--- config.mk ---
export PLATFORM = sky130hd
export DESIGN_NAME = gecko_memory_arbiter_flat
export DESIGN_NICKNAME = d
export VERILOG_FILES = /design/src/rtl/gecko_memory_arbiter_pkg.sv /design/src/rtl/gecko_memory_arbiter_if.sv /design/src/rtl/gecko_memory_arbiter_tag_fifo.sv /design/src/rtl/gecko_memory_arbiter.sv /design/src/flat_wrapper.sv
export SDC_FILE = /design/constraint.sdc
export NUM_CORES = 1
export LEC_CHECK = 0
export ABC_AREA = 0
export ABC_CLOCK_PERIOD_IN_PS = 6800
export CAP_MARGIN = 5
export CORE_AREA = 2 2 167 169
export DETAILED_ROUTE_END_ITERATION = 12
export DIE_AREA = 0 0 169 171
export PLACE_DENSITY = 0.54
export SKIP_CTS_REPAIR_TIMING = 1
export SYNTH_ARGS = -nofsm -noshare
export SYNTH_HDL_FRONTEND = slang
export SYNTH_SLANG_ARGS = --single-unit
--- constraint.sdc ---
create_clock -name clk -period 6.8 [get_ports clk]
set_input_delay 1.36 -clock clk [delete_from_list [all_inputs] [get_ports clk]]
set_output_delay 1.36 -clock clk [all_outputs]
set_load 0.03 [all_outputs]
--- src/rtl/gecko_memory_arbiter_pkg.sv ---
// Shared types and defaults for the gecko memory arbiter.
package gecko;

  // Default depth of the outstanding-read tag FIFO.
  localparam int GECKO_ARBITER_MAX_OUTSTANDING = 4;

  // Names which requester a memory read belongs to.
  typedef enum logic {
    TAG_INST = 1'b0,
    TAG_DATA = 1'b1
  } gecko_arbiter_tag_t;

  // Grant FSM: IDLE picks a winner each cycle, LOCKED pins it until handshake.
  typedef enum logic {
    ARB_IDLE   = 1'b0,
    ARB_LOCKED = 1'b1
  } gecko_arbiter_state_t;

  // The requester that did not win last time.
  function automatic gecko_arbiter_tag_t other_tag(input gecko_arbiter_tag_t tag);
    return (tag == TAG_INST) ? TAG_DATA : TAG_INST;
  endfunction

endpackage

--- src/rtl/gecko_memory_arbiter_if.sv ---
// Valid/ready memory channel. The "in" side receives a transfer, "out" sends it.
interface std_mem_intf;
  logic        valid;
  logic        ready;
  logic [31:0] addr;
  logic [31:0] data;
  logic [3:0]  write_enable;

  modport in  (input valid, addr, data, write_enable, output ready);
  modport out (output valid, addr, data, write_enable, input ready);
endinterface

--- src/rtl/gecko_memory_arbiter_tag_fifo.sv ---
// In-order FIFO of 1-bit requester tags, one entry per outstanding read.
// A push into a full FIFO is accepted when a pop happens in the same cycle.
module gecko_arbiter_tag_fifo
  import gecko::*;
#(
  parameter int DEPTH = GECKO_ARBITER_MAX_OUTSTANDING
) (
  input  logic               clk,
  input  logic               rst,
  input  logic               push,
  input  gecko_arbiter_tag_t push_tag,
  input  logic               pop,
  output logic               full,
  output logic               empty,
  output gecko_arbiter_tag_t head
);

  localparam int PTR_W = (DEPTH > 1) ? $clog2(DEPTH) : 1;
  localparam int CNT_W = $clog2(DEPTH + 1);
  localparam logic [PTR_W-1:0] PTR_LAST = PTR_W'(DEPTH - 1);
  localparam logic [CNT_W-1:0] CNT_FULL = CNT_W'(DEPTH);

  gecko_arbiter_tag_t tags [DEPTH];
  logic [PTR_W-1:0]   wr_ptr;
  logic [PTR_W-1:0]   rd_ptr;
  logic [CNT_W-1:0]   count;
  logic               do_push;
  logic               do_pop;

  assign full    = (count == CNT_FULL);
  assign empty   = (count == '0);
  assign do_pop  = pop && !empty;
  assign do_push = push && (!full || do_pop);
  assign head    = tags[rd_ptr];

  // Tag storage; contents are only meaningful below the count, so no reset.
  always_ff @(posedge clk) begin
    if (do_push) tags[wr_ptr] <= push_tag;
  end

  // Pointers and occupancy; simultaneous push and pop leave the count unchanged.
  always_ff @(posedge clk or posedge rst) begin
    if (rst) begin
      wr_ptr <= '0;
      rd_ptr <= '0;
      count  <= '0;
    end else begin
      if (do_push) wr_ptr <= (wr_ptr == PTR_LAST) ? '0 : wr_ptr + 1'b1;
      if (do_pop)  rd_ptr <= (rd_ptr == PTR_LAST) ? '0 : rd_ptr + 1'b1;
      case ({do_push, do_pop})
        2'b10:   count <= count + 1'b1;
        2'b01:   count <= count - 1'b1;
        default: count <= count;
      endcase
    end
  end

endmodule

--- src/rtl/gecko_memory_arbiter.sv ---
// Shares one in-order memory port between instruction fetch and load/store.
// Requests are forwarded combinationally; read results are steered back by a
// tag FIFO recording which requester issued each outstanding read.
module gecko_memory_arbiter
  import gecko::*;
#(
  parameter int MAX_OUTSTANDING = GECKO_ARBITER_MAX_OUTSTANDING,
  parameter int DATA_FIRST      = 1
) (
  input  logic       clk,
  input  logic       rst,
  std_mem_intf.in    inst_request,
  std_mem_intf.out   inst_result,
  std_mem_intf.in    data_request,
  std_mem_intf.out   data_result,
  std_mem_intf.out   mem_request,
  std_mem_intf.in    mem_result,
  output logic       fault_flag
);

  // Seeding last_grant with the opposite side makes the first contention
  // go the DATA_FIRST way.
  localparam gecko_arbiter_tag_t RESET_LAST = (DATA_FIRST != 0) ? TAG_INST : TAG_DATA;

  gecko_arbiter_state_t state;
  gecko_arbiter_tag_t   locked_grant;
  gecko_arbiter_tag_t   last_grant;
  gecko_arbiter_tag_t   grant;
  gecko_arbiter_tag_t   head_tag;
  logic                 sel_valid;
  logic                 can_push;
  logic                 req_handshake;
  logic                 push;
  logic                 pop;
  logic                 fifo_full;
  logic                 fifo_empty;
  logic                 unused_bits;

  // Winner selection: a locked grant is held, otherwise round-robin on contention.
  always_comb begin
    grant = TAG_INST;
    if (state == ARB_LOCKED) begin
      grant = locked_grant;
    end else if (inst_request.valid && data_request.valid) begin
      grant = other_tag(last_grant);
    end else if (data_request.valid) begin
      grant = TAG_DATA;
    end
  end

  // Every request (read or write) is held off while the FIFO is full, except
  // in a cycle where a result pop frees a slot.
  assign sel_valid = (grant == TAG_DATA) ? data_request.valid : inst_request.valid;
  assign pop       = !rst && mem_result.valid && mem_result.ready && !fifo_empty;
  assign can_push  = !fifo_full || pop;

  assign mem_request.valid        = !rst && sel_valid && can_push;
  assign mem_request.addr         = (grant == TAG_DATA) ? data_request.addr : inst_request.addr;
  assign mem_request.data         = (grant == TAG_DATA) ? data_request.data : inst_request.data;
  assign mem_request.write_enable = (grant == TAG_DATA) ? data_request.write_enable
                                                        : inst_request.write_enable;

  assign inst_request.ready = !rst && (grant == TAG_INST) && can_push && mem_request.ready;
  assign data_request.ready = !rst && (grant == TAG_DATA) && can_push && mem_request.ready;

  assign req_handshake = mem_request.valid && mem_request.ready;
  assign push          = req_handshake && (mem_request.write_enable == '0);

  // Results go to the requester at the FIFO head; with nothing outstanding the
  // result is swallowed (ready = 1) and flagged.
  assign inst_result.valid        = !rst && !fifo_empty && (head_tag == TAG_INST) && mem_result.valid;
  assign data_result.valid        = !rst && !fifo_empty && (head_tag == TAG_DATA) && mem_result.valid;
  assign inst_result.data         = mem_result.data;
  assign data_result.data         = mem_result.data;
  assign inst_result.addr         = '0;
  assign data_result.addr         = '0;
  assign inst_result.write_enable = '0;
  assign data_result.write_enable = '0;
  assign mem_result.ready = fifo_empty ? 1'b1
                          : ((head_tag == TAG_INST) ? inst_result.ready : data_result.ready);

  assign unused_bits = ^{mem_result.addr, mem_result.write_enable};

  gecko_arbiter_tag_fifo #(
    .DEPTH (MAX_OUTSTANDING)
  ) u_tag_fifo (
    .clk      (clk),
    .rst      (rst),
    .push     (push),
    .push_tag (grant),
    .pop      (pop),
    .full     (fifo_full),
    .empty    (fifo_empty),
    .head     (head_tag)
  );

  // Grant FSM: lock a presented-but-unaccepted grant so its payload stays stable.
  always_ff @(posedge clk or posedge rst) begin
    if (rst) begin
      state        <= ARB_IDLE;
      locked_grant <= TAG_INST;
      last_grant   <= RESET_LAST;
    end else begin
      if (req_handshake) last_grant <= grant;
      case (state)
        ARB_IDLE: begin
          if (sel_valid && !req_handshake) begin
            state        <= ARB_LOCKED;
            locked_grant <= grant;
          end
        end
        ARB_LOCKED: begin
          if (req_handshake || !sel_valid) state <= ARB_IDLE;
        end
        default: state <= ARB_IDLE;
      endcase
    end
  end

  // Sticky flag for a result that arrived with no read outstanding.
  always_ff @(posedge clk or posedge rst) begin
    if (rst) begin
      fault_flag <= 1'b0;
    end else if (mem_result.valid && fifo_empty) begin
      fault_flag <= 1'b1;
    end
  end

endmodule

--- src/flat_wrapper.sv ---
// flat-port wrapper written by rule: the top's interface ports become plain ports
module gecko_memory_arbiter_flat import gecko::*;
#(
  parameter int MAX_OUTSTANDING = GECKO_ARBITER_MAX_OUTSTANDING,
  parameter int DATA_FIRST      = 1
)
  (clk, rst, fault_flag, inst_request_valid, inst_request_addr, inst_request_data, inst_request_write_enable, inst_request_ready, inst_result_valid, inst_result_addr, inst_result_data, inst_result_write_enable, inst_result_ready, data_request_valid, data_request_addr, data_request_data, data_request_write_enable, data_request_ready, data_result_valid, data_result_addr, data_result_data, data_result_write_enable, data_result_ready, mem_request_valid, mem_request_addr, mem_request_data, mem_request_write_enable, mem_request_ready, mem_result_valid, mem_result_addr, mem_result_data, mem_result_write_enable, mem_result_ready);
  std_mem_intf inst_request_i ();
  std_mem_intf inst_result_i ();
  std_mem_intf data_request_i ();
  std_mem_intf data_result_i ();
  std_mem_intf mem_request_i ();
  std_mem_intf mem_result_i ();
  input  logic clk;
  input  logic rst;
  output logic fault_flag;
  input wire logic [$bits(inst_request_i.valid)-1:0] inst_request_valid;
  input wire logic [$bits(inst_request_i.addr)-1:0] inst_request_addr;
  input wire logic [$bits(inst_request_i.data)-1:0] inst_request_data;
  input wire logic [$bits(inst_request_i.write_enable)-1:0] inst_request_write_enable;
  output wire logic [$bits(inst_request_i.ready)-1:0] inst_request_ready;
  output wire logic [$bits(inst_result_i.valid)-1:0] inst_result_valid;
  output wire logic [$bits(inst_result_i.addr)-1:0] inst_result_addr;
  output wire logic [$bits(inst_result_i.data)-1:0] inst_result_data;
  output wire logic [$bits(inst_result_i.write_enable)-1:0] inst_result_write_enable;
  input wire logic [$bits(inst_result_i.ready)-1:0] inst_result_ready;
  input wire logic [$bits(data_request_i.valid)-1:0] data_request_valid;
  input wire logic [$bits(data_request_i.addr)-1:0] data_request_addr;
  input wire logic [$bits(data_request_i.data)-1:0] data_request_data;
  input wire logic [$bits(data_request_i.write_enable)-1:0] data_request_write_enable;
  output wire logic [$bits(data_request_i.ready)-1:0] data_request_ready;
  output wire logic [$bits(data_result_i.valid)-1:0] data_result_valid;
  output wire logic [$bits(data_result_i.addr)-1:0] data_result_addr;
  output wire logic [$bits(data_result_i.data)-1:0] data_result_data;
  output wire logic [$bits(data_result_i.write_enable)-1:0] data_result_write_enable;
  input wire logic [$bits(data_result_i.ready)-1:0] data_result_ready;
  output wire logic [$bits(mem_request_i.valid)-1:0] mem_request_valid;
  output wire logic [$bits(mem_request_i.addr)-1:0] mem_request_addr;
  output wire logic [$bits(mem_request_i.data)-1:0] mem_request_data;
  output wire logic [$bits(mem_request_i.write_enable)-1:0] mem_request_write_enable;
  input wire logic [$bits(mem_request_i.ready)-1:0] mem_request_ready;
  input wire logic [$bits(mem_result_i.valid)-1:0] mem_result_valid;
  input wire logic [$bits(mem_result_i.addr)-1:0] mem_result_addr;
  input wire logic [$bits(mem_result_i.data)-1:0] mem_result_data;
  input wire logic [$bits(mem_result_i.write_enable)-1:0] mem_result_write_enable;
  output wire logic [$bits(mem_result_i.ready)-1:0] mem_result_ready;
  assign inst_request_i.valid = inst_request_valid;
  assign inst_request_i.addr = inst_request_addr;
  assign inst_request_i.data = inst_request_data;
  assign inst_request_i.write_enable = inst_request_write_enable;
  assign inst_request_ready = inst_request_i.ready;
  assign inst_result_valid = inst_result_i.valid;
  assign inst_result_addr = inst_result_i.addr;
  assign inst_result_data = inst_result_i.data;
  assign inst_result_write_enable = inst_result_i.write_enable;
  assign inst_result_i.ready = inst_result_ready;
  assign data_request_i.valid = data_request_valid;
  assign data_request_i.addr = data_request_addr;
  assign data_request_i.data = data_request_data;
  assign data_request_i.write_enable = data_request_write_enable;
  assign data_request_ready = data_request_i.ready;
  assign data_result_valid = data_result_i.valid;
  assign data_result_addr = data_result_i.addr;
  assign data_result_data = data_result_i.data;
  assign data_result_write_enable = data_result_i.write_enable;
  assign data_result_i.ready = data_result_ready;
  assign mem_request_valid = mem_request_i.valid;
  assign mem_request_addr = mem_request_i.addr;
  assign mem_request_data = mem_request_i.data;
  assign mem_request_write_enable = mem_request_i.write_enable;
  assign mem_request_i.ready = mem_request_ready;
  assign mem_result_i.valid = mem_result_valid;
  assign mem_result_i.addr = mem_result_addr;
  assign mem_result_i.data = mem_result_data;
  assign mem_result_i.write_enable = mem_result_write_enable;
  assign mem_result_ready = mem_result_i.ready;
  gecko_memory_arbiter #(.MAX_OUTSTANDING(MAX_OUTSTANDING), .DATA_FIRST(DATA_FIRST)) u_core (.clk(clk), .rst(rst), .inst_request(inst_request_i), .inst_result(inst_result_i), .data_request(data_request_i), .data_result(data_result_i), .mem_request(mem_request_i), .mem_result(mem_result_i), .fault_flag(fault_flag));
endmodule
==> flow_metrics.env, run 1 <==
export IMPL_path_max_fanout=72
export IMPL_register_area_um2=395
export IMPL_ys_warn_count=0
export IMPL_vdd_drop_max_uv=139
export IMPL_startpoint="inst_request_valid"
export IMPL_final_nets=669
export IMPL_num_rows=61
export IMPL_max_stage_delay_ps=690
export IMPL_reg2reg_from="u_core.u_tag_fifo.rd_ptr[0]$_DFFE_PP0P_"
export IMPL_first_pass_iters=3
export IMPL_grt_max_degree=73
export IMPL_slew_headroom_pct=47.2
export IMPL_die_w_um=169
export IMPL_hp_class="flop to flop"
export IMPL_whs_endpoint="u_core.fault_flag$_DFFE_PP0P_"
export IMPL_grt_first_pass_wirelength_mm=12.3
export IMPL_startpoint_type="input pin"
export IMPL_critPathTopFamily="buffers and inverters"
export IMPL_tns_ps=0
export IMPL_crit_type="input pin to primary output"
export IMPL_synthTopCellsByArea="buf_4, mux2_2, dfrtp_1"
export IMPL_grt_usage_pct=5.54
export IMPL_rrSetupSlack_ps=3810
export IMPL_syn_inst=298
export IMPL_antennaDiodeCount=0
export IMPL_hold_viol_final=0
export IMPL_period_share_pct=75.2
export IMPL_min_from="u_core.fault_flag$_DFFE_PP0P_"
export IMPL_routed_wl_mm=9.21
export IMPL_finalSetupViolations=0
export IMPL_cp_required_ps=5440
export IMPL_die_h_um=171
export IMPL_min_period_ps=5110
export IMPL_fill_cells=3081
export IMPL_timing_fmax_ghz=0.196
export IMPL_clockRootBuffer="clkbuf_16"
export IMPL_cp_end_kind="primary output"
export IMPL_drv_slew=0
export IMPL_cts_tree="done"
export IMPL_p_per_area_nw_per_um2=277
export IMPL_drc=0
export IMPL_r2r_end="u_core.u_tag_fifo.count[2]$_DFFE_PP0P_"
export IMPL_core_um2=27300
export IMPL_slowest_stage="clkdlybuf4s50_1"
export IMPL_ant_nets=0
export IMPL_final_common_cell="clkdlybuf4s50_1"
export IMPL_die_area_um2=28900
export IMPL_tightest_slew_ps=783
export IMPL_layout_common_cells="clkdlybuf4s50_1, conb_1, mux2_2"
export IMPL_netlist_area_um2=2740
export IMPL_drive_above_1_share_pct=18.5
export IMPL_syn_avg_cell_area_um2=9.21
export IMPL_critPathArrivalTime_ps=3750
export IMPL_pin_count=423
export IMPL_outcome="complete, no violations"
export IMPL_reg2reg_depth=10
export IMPL_seq_area_frac_synth_pct=14.4
export IMPL_insertion_delay_ps=240
export IMPL_synth_cell_type_count=36
export IMPL_rsz0062_at_grt="no"
export IMPL_leakage_uw=0.00182
export IMPL_area_delta_synth_final_pct=70.9
export IMPL_drv_cap=0
export IMPL_gp_congestion=0.680
export IMPL_vias=2284
export IMPL_ctsHtreeMaxLevel=1
export IMPL_clkSinkCount=15
export IMPL_hold_ws_ps=469
export IMPL_port_buffers=218
export IMPL_post_dp_hpwl_mm=8.01
export IMPL_holdPathStages=1
export IMPL_start_util_pct=10.0
export IMPL_antenna_found_initial=0
export IMPL_path_cells="clkdlybuf4s50_1, nand2_1, a31oi_4, buf_12, mux2_2, clkdlybuf4s50_1"
export IMPL_cts_max_path_buffers=2
export IMPL_via_per_inst=2.87
export IMPL_post_drt_wl_per_cell_um=11.6
export IMPL_clk_pin_slew_worst_paths_ps=50
export IMPL_synth_top_area_cell="buf_4"
export IMPL_grt_overflow=0
export IMPL_multiInputGateArea_um2=1550
export IMPL_drtIter0Drc=29
export IMPL_yosysTopAreaCellShare_pct=37.2
export IMPL_fin_worst_skew_ps=1.72
export IMPL_ys_seq_elements=15
export IMPL_grt_pass1_vias=2241
export IMPL_path_buf_inv=3
export IMPL_numCtsBuffers=3
export IMPL_cpMostUsedCell="clkdlybuf4s50_1"
-- where the power goes --
group | switching [µW] | total, µW | internal, µW | leakage (µW)
sequential | 29.3 | 156 | 127 | 0.000167
combinational | 555 | 1030 | 474 | 0.00161
clock | 34.3 | 114 | 79.3 | 0.0000382
total | 619 | 1300 | 680 | 0.00182
-- per-stage QoR --
| stage | total power [µW] | setup slack (ps) | cells | instance area [µm²] | util (%) |
|---|---|---|---|---|---|
| 3_3_place_gp | 1200 | 1690 | 791 | 4610 | 16.9 |
| 3_5_place_dp | 1200 | 1690 | 791 | 4610 | 16.9 |
| 4_1_cts | 1320 | 1680 | 795 | 4690 | 17.2 |
| 5_1_grt | 1380 | 1630 | 795 | 4690 | 17.2 |
| 6_report | 1300 | 1690 | 795 | 4690 | 17.2 |
| 2_1_floorplan | 890 | 2650 | 369 | 3010 | - |
-- synthesized netlist by cell type (all sizes together) --
| library cell | n |
|---|---|
| xor2 | 2 |
| clkbuf | 4 |
| inv | 9 |
| nand3b | 2 |
| nand2 | 4 |
| fa | 1 |
| a21o | 1 |
| a31oi | 1 |
| a22o | 1 |
| buf | 139 |
| nor3b | 2 |
| and3 | 2 |
| o21ai | 2 |
| dfrtp | 11 |
| conb | 1 |
| nor3 | 3 |
| xnor2 | 1 |
| o31ai | 1 |
| and2 | 5 |
| nor4 | 3 |
| nand3 | 1 |
| nor2 | 10 |
| mux2i | 4 |
| a211oi | 1 |
| mux2 | 72 |
| ha | 6 |
| mux4 | 1 |
| or3 | 1 |
| nor2b | 2 |
| edfxtp | 4 |
| nand2b | 1 |
-- worst max path at each step --
stage | cells past startpoint | slack, ps | end
4_1_cts | 6 | 1680 | mem_request_data[22]
3_3_place_gp | 6 | 1690 | mem_request_data[22]
6_report | 6 | 1690 | mem_request_addr[15]
3_5_place_dp | 6 | 1690 | mem_request_data[22]
2_1_floorplan | 5 | 2650 | inst_request_ready
5_1_grt | 7 | 1630 | inst_request_ready
-- cell families (layout without fill, tap and decap cells) --
group | count (synthesis) | after routing | synth area share, %
AO/OA/AOI/OAI | 7 | 7 | 1.92
XOR/XNOR | 3 | 3 | 0.958
adder cells (fa/ha/maj) | 7 | 7 | 3.47
buffers and inverters | 152 | 232 | 39.5
flip-flops | 15 | 15 | 14.4
multiplexers | 77 | 77 | 31.8
other | 1 | 72 | 0.137
AND/OR/NAND/NOR | 36 | 36 | 7.75
-- per-layer routing --
metal  wire, µm  global-route usage, %  up-vias  share of wire (%)
li1           -                      -     1089                  -
met1       3660                   6.90     1011                 40
met2       4500                   9.18      161                 49
met3        886                   1.76       23                9.6
met4        161                   1.64        0                1.7
met5          0                      0        -                  0
-- layout make-up --
cell class / instances / share of cell area, %
Tap cell: 346 / 9.23
Sequential cell: 15 / 8.43
Clock buffer: 4 / 1.68
Inverter: 9 / 0.721
Timing Repair Buffer: 219 / 47.0
Multi-Input combinational cell: 202 / 33.0
-- sequential cells by signal, indices dropped and copies added (netlist names) --
signal / flops
u_core.last_grant: 1
u_core.u_tag_fifo.wr_ptr: 2
u_core.state: 1
u_core.u_tag_fifo.tags: 4
u_core.fault_flag: 1
u_core.locked_grant: 1
u_core.u_tag_fifo.count: 3
u_core.u_tag_fifo.rd_ptr: 2
Note: power is estimated with default switching activity, not from simulation.
==> run 2: changes to the inputs <==
Settings changed: ABC_CLOCK_PERIOD_IN_PS 6800 to 5100, CORE_AREA 2 2 167 169 to 2 2 164 166, DIE_AREA 0 0 169 171 to 0 0 166 168, PLACE_DENSITY 0.54 to 0.56.
Clock period 6.8 ns to 5.1 ns, I/O delays scaled along.
==> run 2 against run 1 <==
Effect of this change: die area decreased by 3.5%; non-clock buffer count increased by 2; sequential cell count unchanged; sequential share of layout area about the same; critical endpoint is now mem_request_data[21]; critical path depth increased by 1; worst hold slack got worse by 14 ps; sequential power increased by 33%; first-iteration DRC count increased by 28%; utilization increased by 0.67 points; cell count decreased by 0.38%; global-route usage about the same; largest power group unchanged.
==> flow_metrics.env, run 2 (same netlist as run 1, synthesis figures left out) <==
export IMPL_outcome="complete, no violations"
export IMPL_drtIter0Drc=37
export IMPL_antenna_found_initial=0
export IMPL_final_common_cell="clkdlybuf4s50_1"
export IMPL_r2r_end="u_core.u_tag_fifo.count[2]$_DFFE_PP0P_"
export IMPL_grt_max_degree=68
export IMPL_p_per_area_nw_per_um2=366
export IMPL_grt_usage_pct=5.50
export IMPL_hp_class="flop to flop"
export IMPL_power_total_uw=1720
export IMPL_crit_type="input pin to primary output"
export IMPL_leakage_uw=0.00183
export IMPL_min_period_ps=4400
export IMPL_fin_worst_skew_ps=1.88
export IMPL_path_cells="clkdlybuf4s50_1, nand2_1, a31oi_4, buf_12, buf_4, mux2_2, clkdlybuf4s50_1"
export IMPL_pin_count=423
export IMPL_grt_pass1_vias=2270
export IMPL_core_um2=26400
export IMPL_insertion_delay_ps=240
export IMPL_reg2reg_depth=12
export IMPL_clkSinkCount=15
export IMPL_area_delta_synth_final_pct=71.2
export IMPL_tightest_slew_ps=910
export IMPL_post_drt_wl_per_cell_um=11.0
export IMPL_cp_end_kind="primary output"
export IMPL_fill_cells=2958
export IMPL_ctsHtreeMaxLevel=1
export IMPL_die_h_um=168
export IMPL_post_dp_hpwl_mm=7.57
export IMPL_cts_max_path_buffers=2
export IMPL_drv_cap=0
export IMPL_grt_overflow=0
export IMPL_ant_nets=0
export IMPL_timing_fmax_ghz=0.227
export IMPL_rrSetupSlack_ps=2270
export IMPL_port_buffers=218
export IMPL_cts_tree="done"
export IMPL_start_util_pct=10.4
export IMPL_grt_first_pass_wirelength_mm=12.3
export IMPL_place_area_um2=4620
export IMPL_clockRootBuffer="clkbuf_16"
export IMPL_whs_endpoint="u_core.fault_flag$_DFFE_PP0P_"
export IMPL_reg_largest_list="u_core.u_tag_fifo.tags: 4 flops, u_core.u_tag_fifo.count: 3 flops"
export IMPL_min_from="u_core.fault_flag$_DFFE_PP0P_"
export IMPL_critPathArrivalTime_ps=3380
export IMPL_gp_congestion=0.679
export IMPL_final_nets=671
export IMPL_max_stage_delay_ps=590
export IMPL_die_area_um2=27900
export IMPL_cpMostUsedCell="clkdlybuf4s50_1"
export IMPL_numCtsBuffers=3
export IMPL_vias=2282
export IMPL_period_share_pct=86.2
export IMPL_drive_above_1_share_pct=18.8
export IMPL_holdPathStages=1
export IMPL_via_per_inst=2.88
export IMPL_num_rows=60
export IMPL_antennaDiodeCount=0
export IMPL_layout_common_cells="clkdlybuf4s50_1, conb_1, mux2_2"
export IMPL_path_max_fanout=67
export IMPL_cp_required_ps=4080
export IMPL_hold_viol_final=0
export IMPL_first_pass_iters=4
export IMPL_slowest_stage="clkdlybuf4s50_1"
export IMPL_reg2reg_from="u_core.locked_grant$_DFFE_PP0P_"
export IMPL_die_w_um=166
export IMPL_tns_ps=0
export IMPL_finalSetupViolations=0
export IMPL_slew_headroom_pct=38.7
export IMPL_rsz0062_at_grt="no"
export IMPL_top_register="u_core.u_tag_fifo.tags"
export IMPL_design_area_um2=4700
export IMPL_vdd_drop_max_uv=175
export IMPL_clk_pin_slew_worst_paths_ps=40
export IMPL_startpoint_type="input pin"
export IMPL_routed_wl_mm=8.68
export IMPL_drv_slew=0
export IMPL_largest_reg_flops=4
export IMPL_drc=0
export IMPL_hold_ws_ps=455
run 2: layout make-up:
type	instances	area [µm²]	area share [%]
Inverter	9	33.8	0.719
Tap cell	341	427	9.08
Clock buffer	4	78.8	1.68
Timing Repair Buffer	221	2220	47.2
Multi-Input combinational cell	202	1550	32.9
Sequential cell	15	395	8.42
run 2: worst max-delay path by stage:
stage,from,depth (start not counted),to,slack [ps]
after floorplan,inst_request_valid,5,inst_request_ready,1630
after global placement,inst_request_valid,7,mem_request_data[28],640
after detailed placement,inst_request_valid,7,mem_request_data[21],600
after CTS,inst_request_valid,7,mem_request_data[21],600
after global routing,inst_request_valid,7,mem_request_data[21],570
final,inst_request_valid,7,mem_request_data[21],700
run 2: metal layers:
metal,vias up,wire length [µm],global-route usage (%)
met5,-,0,0
met4,0,192,1.78
met3,25,881,1.95
met2,159,4240,9.24
met1,1005,3360,6.57
li1,1093,-,-
run 2: critical path: cells and delay by family:
| kind | cells | cell delay, ps |
|---|---|---|
| AOI/OAI and AO/OA | 1 | 210 |
| buffers and inverters | 4 | 1670 |
| muxes | 1 | 340 |
| and+or+nand+nor | 1 | 120 |
run 2: stage by stage:
step                setup WS [ps]  utilization (%)  cells
global placement              645             17.5    788
global route                  568             17.8    792
floorplan                    1630                -    369
CTS                           605             17.8    792
detailed placement            602             17.5    788
finish                        703             17.8    792
run 2: power breakdown:
group / internal [µW] / total, µW / switching (µW)
logic: 635 / 1360 / 729
registers: 169 / 207 / 38.1
clock network: 106 / 149 / 43.7
total: 910 / 1720 / 811
==> run 3: changes to the inputs <==
Settings changed: CORE_AREA 2 2 164 166 to 10 10 154 156, DIE_AREA 0 0 166 168 to 0 0 164 166, PLACE_DENSITY 0.56 to 0.64.
==> run 3 against run 2 <==
Effect of this change: combinational power rose by 5%; wire length rose by 32%; clock skew fell by 1.2 ps; first-iteration DRC count fell by 16%; worst hold slack got worse by 3.5 ps; die area fell by 2.4%; via count rose by 3.5%; critical endpoint is now mem_request_addr[16]; largest cell class unchanged.
==> flow_metrics.env, run 3 (same netlist as run 1, synthesis figures left out) <==
export IMPL_reg2reg_depth=12
export IMPL_crit_type="input pin to primary output"
export IMPL_antennaDiodeCount=0
export IMPL_hp_class="flop to flop"
export IMPL_cp_required_ps=4080
export IMPL_via_per_inst=3.22
export IMPL_final_common_cell="clkdlybuf4s50_1"
export IMPL_path_cells="clkdlybuf4s50_1, nand2_1, a31oi_4, buf_4, mux2_2, clkdlybuf4s50_1"
export IMPL_drive_above_1_share_pct=20.1
export IMPL_critPathTopFamily="buffers and inverters"
export IMPL_hold_ws_ps=452
export IMPL_grt_max_degree=20
export IMPL_p_per_area_nw_per_um2=383
export IMPL_cts_tree="done"
export IMPL_num_rows=53
export IMPL_die_w_um=164
export IMPL_core_um2=20700
export IMPL_drc=0
export IMPL_port_buffers=218
export IMPL_slowest_stage="clkdlybuf4s50_1"
export IMPL_cts_max_path_buffers=2
export IMPL_hold_viol_final=0
export IMPL_final_nets=678
export IMPL_critPathArrivalTime_ps=3500
export IMPL_grt_first_pass_wirelength_mm=15.9
export IMPL_path_buf_inv=3
export IMPL_pin_count=423
export IMPL_power_total_uw=1790
export IMPL_tns_ps=0
export IMPL_drv_cap=0
export IMPL_largest_reg_flops=4
export IMPL_start_util_pct=13.3
export IMPL_startpoint="inst_request_valid"
export IMPL_pre_cts_ws_ps=531
export IMPL_grt_usage_pct=7.52
export IMPL_ctsHtreeMaxLevel=1
export IMPL_cpMostUsedCell="clkdlybuf4s50_1"
export IMPL_finalSetupViolations=0
export IMPL_path_max_fanout=12
export IMPL_fin_worst_skew_ps=0.676
export IMPL_startpoint_type="input pin"
export IMPL_clk_pin_slew_worst_paths_ps=50
export IMPL_fin_ws_ps=579
export IMPL_drv_slew=0
export IMPL_clockRootBuffer="clkbuf_16"
export IMPL_max_stage_delay_ps=600
export IMPL_area_delta_synth_final_pct=70.1
export IMPL_slew_headroom_pct=61.5
export IMPL_grt_overflow=0
export IMPL_post_drt_wl_per_cell_um=15.7
export IMPL_ant_nets=0
export IMPL_period_share_pct=88.6
export IMPL_outcome="complete, no violations"
export IMPL_clkSinkCount=15
export IMPL_leakage_uw=0.00186
export IMPL_numCtsBuffers=3
export IMPL_cp_end_kind="primary output"
export IMPL_drtIter0Drc=31
export IMPL_finish_utilization_pct=22.6
export IMPL_vias=2361
export IMPL_grt_pass1_vias=2578
export IMPL_r2r_end="u_core.u_tag_fifo.count[2]$_DFFE_PP0P_"
export IMPL_path_depth=6
export IMPL_tightest_slew_ps=578
export IMPL_rrSetupSlack_ps=2110
export IMPL_insertion_delay_ps=240
export IMPL_min_period_ps=4520
export IMPL_layout_common_cells="clkdlybuf4s50_1, conb_1, mux2_2"
export IMPL_reg_largest_list="u_core.u_tag_fifo.tags: 4 flops, u_core.u_tag_fifo.count: 3 flops"
export IMPL_fill_cells=2276
export IMPL_antenna_found_initial=0
export IMPL_gp_congestion=0.735
export IMPL_die_area_um2=27200
export IMPL_first_pass_iters=4
export IMPL_routed_wl_mm=11.5
export IMPL_reg2reg_from="u_core.locked_grant$_DFFE_PP0P_"
export IMPL_post_dp_hpwl_mm=10.4
export IMPL_timing_fmax_ghz=0.221
export IMPL_top_register="u_core.u_tag_fifo.tags"
export IMPL_die_h_um=166
export IMPL_rsz0062_at_grt="no"
export IMPL_vdd_drop_max_uv=188
export IMPL_crit_end="mem_request_addr[16]"
## run 3: cell count changes in the layout (fill, tap and decap cells not counted), sizes merged
cell | previous run | this run
buf | 3 | 10
## run 3: routing by layer
| layer | track usage, % | share of wire [%] | vias up |
|---|---|---|---|
| met3 | 3.79 | 15 | 22 |
| met1 | 7.08 | 32 | 1050 |
| met5 | 0 | 0 | - |
| met4 | 2.25 | 1.7 | 0 |
| met2 | 13.8 | 52 | 178 |
| li1 | - | - | 1111 |
## run 3: worst min path at each step
stage / start / end / slack, ps / cells after the start
2_1_floorplan: u_core.u_tag_fifo.count[2]$_DFFE_PP0P_ / u_core.u_tag_fifo.count[2]$_DFFE_PP0P_ / 470 / 1
3_3_place_gp: u_core.fault_flag$_DFFE_PP0P_ / u_core.fault_flag$_DFFE_PP0P_ / 440 / 1
3_5_place_dp: u_core.fault_flag$_DFFE_PP0P_ / u_core.fault_flag$_DFFE_PP0P_ / 450 / 1
4_1_cts: u_core.fault_flag$_DFFE_PP0P_ / u_core.fault_flag$_DFFE_PP0P_ / 460 / 1
5_1_grt: u_core.fault_flag$_DFFE_PP0P_ / u_core.fault_flag$_DFFE_PP0P_ / 490 / 1
6_report: u_core.fault_flag$_DFFE_PP0P_ / u_core.fault_flag$_DFFE_PP0P_ / 450 / 1
## run 3: cell type report
cell class | instances | area (µm²) | share of cell area (%)
multi-input combinational | 202 | 1550 | 33.1
timing repair buffer | 228 | 2270 | 48.6
clock buffer | 4 | 78.8 | 1.69
sequential | 15 | 395 | 8.47
inverter | 9 | 33.8 | 0.724
tap | 275 | 344 | 7.37
## run 3: power breakdown
part	total (µW)	switching (µW)	internal (µW)
registers	207	37.9	169
clock network	149	43.4	105
logic	1430	764	667
total	1790	846	942
## run 3: worst reg2reg max path: cells and delay by family (launching register included)
| family | cells | cell delay [ps] |
|---|---|---|
| XOR/XNOR | 2 | 300 |
| multiplexers | 1 | 340 |
| adder cells (fa/ha/maj) | 2 | 570 |
| buffers and inverters | 3 | 410 |
| AO/OA/AOI/OAI | 1 | 480 |
| AND/OR/NAND/NOR | 3 | 420 |
| flip-flops | 1 | 400 |
## run 3: stage by stage
stage	std cells	instance area [µm²]
global route	733	4670
global placement	729	4590
finish	733	4670
CTS	733	4670
floorplan	369	3010
detailed placement	729	4590
==> edit (flow settings as in run 2) <==
`DATA_FIRST` is set to 1 in 2 places; all go to 0.
--- a/src/rtl/gecko_memory_arbiter.sv
+++ b/src/rtl/gecko_memory_arbiter.sv
@@ -6,5 +6,5 @@
 #(
   parameter int MAX_OUTSTANDING = GECKO_ARBITER_MAX_OUTSTANDING,
-  parameter int DATA_FIRST      = 1
+  parameter int DATA_FIRST      = 0
 ) (
   input  logic       clk,
--- a/src/flat_wrapper.sv
+++ b/src/flat_wrapper.sv
@@ -3,5 +3,5 @@
 #(
   parameter int MAX_OUTSTANDING = GECKO_ARBITER_MAX_OUTSTANDING,
-  parameter int DATA_FIRST      = 1
+  parameter int DATA_FIRST      = 0
 )
   (clk, rst, fault_flag, inst_request_valid, inst_request_addr, inst_request_data, inst_request_write_enable, inst_request_ready, inst_result_valid, inst_result_addr, inst_result_data, inst_result_write_enable, inst_result_ready, data_request_valid, data_request_addr, data_request_data, data_request_write_enable, data_request_ready, data_result_valid, data_result_addr, data_result_data, data_result_write_enable, data_result_ready, mem_request_valid, mem_request_addr, mem_request_data, mem_request_write_enable, mem_request_ready, mem_result_valid, mem_result_addr, mem_result_data, mem_result_write_enable, mem_result_ready);
Behaviour: not the same (Yosys sat finds a counterexample within 4 cycles, from zero or initial values and one cycle with rst high).
==> edit against run 2 <==
  * Power is 3.2% higher
  * Count of clock-buffer cells in the layout stayed put
  * Wire length is 6.8% higher
  * Clock power hardly changed
  * Sequential cell count stayed put
  * Area after synthesis hardly changed
  * Setup slack worse by 0.13 ns
  * Cell area is 1.5% higher
==> edit: results (changes against run 2) <==
metric;value;unit;change
synth_area_leaders;buf_4 (37%), mux2_2 (29%), dfrtp_1 (9.1%);;
drt-met1-wl;3790;um;+13%
slew-limit-headroom;45.1;%;+6.4 points
cp_max_fo;17;;-75%
yosys.area_share.adder;3.46;%;about the same
yosysSeqAreaShare;14.4;%;+0.039 points
synth_compound_area_share;1.91;%;about the same
status;completed;;
grt_antenna_before_repair;1;;+1
synth.distinct_cells;37;;+2.8%
crit_path_max_incr_delay;0.61;ns;+0.02 ns
wl_per_cell;11.6;um;+5.7%
r2r_setup_slack;1.97;ns;-0.30 ns
vdd_drop_max;0.129;mV;-26%
drive_above_1_share;20.3;%;+1.5 points
gp_congestion;0.683;;+0.69%
synth-xor-area-share;0.957;%;about the same
leakagePower;1.86;nW;+1.9%
nFillCells;2955;;-0.10%
muxShareOfSynthArea;31.8;%;about the same
grt_pass1_vias;2365;;+4.2%
stdcell_count;800;;+1.0%
fin_area;4770;um2;+1.5%
place_area;4680;um2;+1.4%
synth_common_cells;buf_4 (136), mux2_2 (70), dfrtp_1 (10), nor2_1 (10), inv_1 (9);;
r2r-start;u_core.last_grant;;
grt_max_degree;22;;-68%
[edit: layer usage]
| layer | track usage (%) | vias up |
|---|---|---|
| li1 | - | 1107 |
| met1 | 7.43 | 1039 |
| met2 | 10.0 | 151 |
| met3 | 2.59 | 20 |
| met4 | 1.21 | 0 |
| met5 | 0 | - |
[edit: how the worst max path moves through the flow]
stage | start | endpoint | slack, ns
6_report | inst_request_valid | mem_request_data[7] | 0.57
3_3_place_gp | inst_request_valid | mem_request_data[7] | 0.53
4_1_cts | inst_request_valid | mem_request_data[7] | 0.52
5_1_grt | inst_request_valid | mem_request_data[7] | 0.47
3_5_place_dp | inst_request_valid | mem_request_data[7] | 0.53
2_1_floorplan | inst_request_valid | inst_request_ready | 1.63
[edit: power by group]
| group | switching [mW] | leakage (nW) | internal (mW) |
|---|---|---|---|
| logic | 0.742 | 1.66 | 0.675 |
| clock network | 0.0438 | 0.0382 | 0.106 |
| registers | 0.0385 | 0.165 | 0.172 |
[edit: kinds of logic after synthesis]
family          count (synthesis)
fa+ha+maj                       7
mux                            77
other cells                     1
simple gates                   36
xor+xnor                        3
buf+inv                       152
flops                          15
compound gates                  7
[edit: final cells by class]
| class | count | area share (%) |
|---|---|---|
| clock buffers | 4 | 1.65 |
| well taps | 341 | 8.95 |
| inverters | 9 | 0.709 |
| repair buffers | 228 | 47.9 |
| diodes | 1 | 0.0525 |
| multi-input cells | 202 | 32.4 |
| flip-flops and latches | 15 | 8.32 |
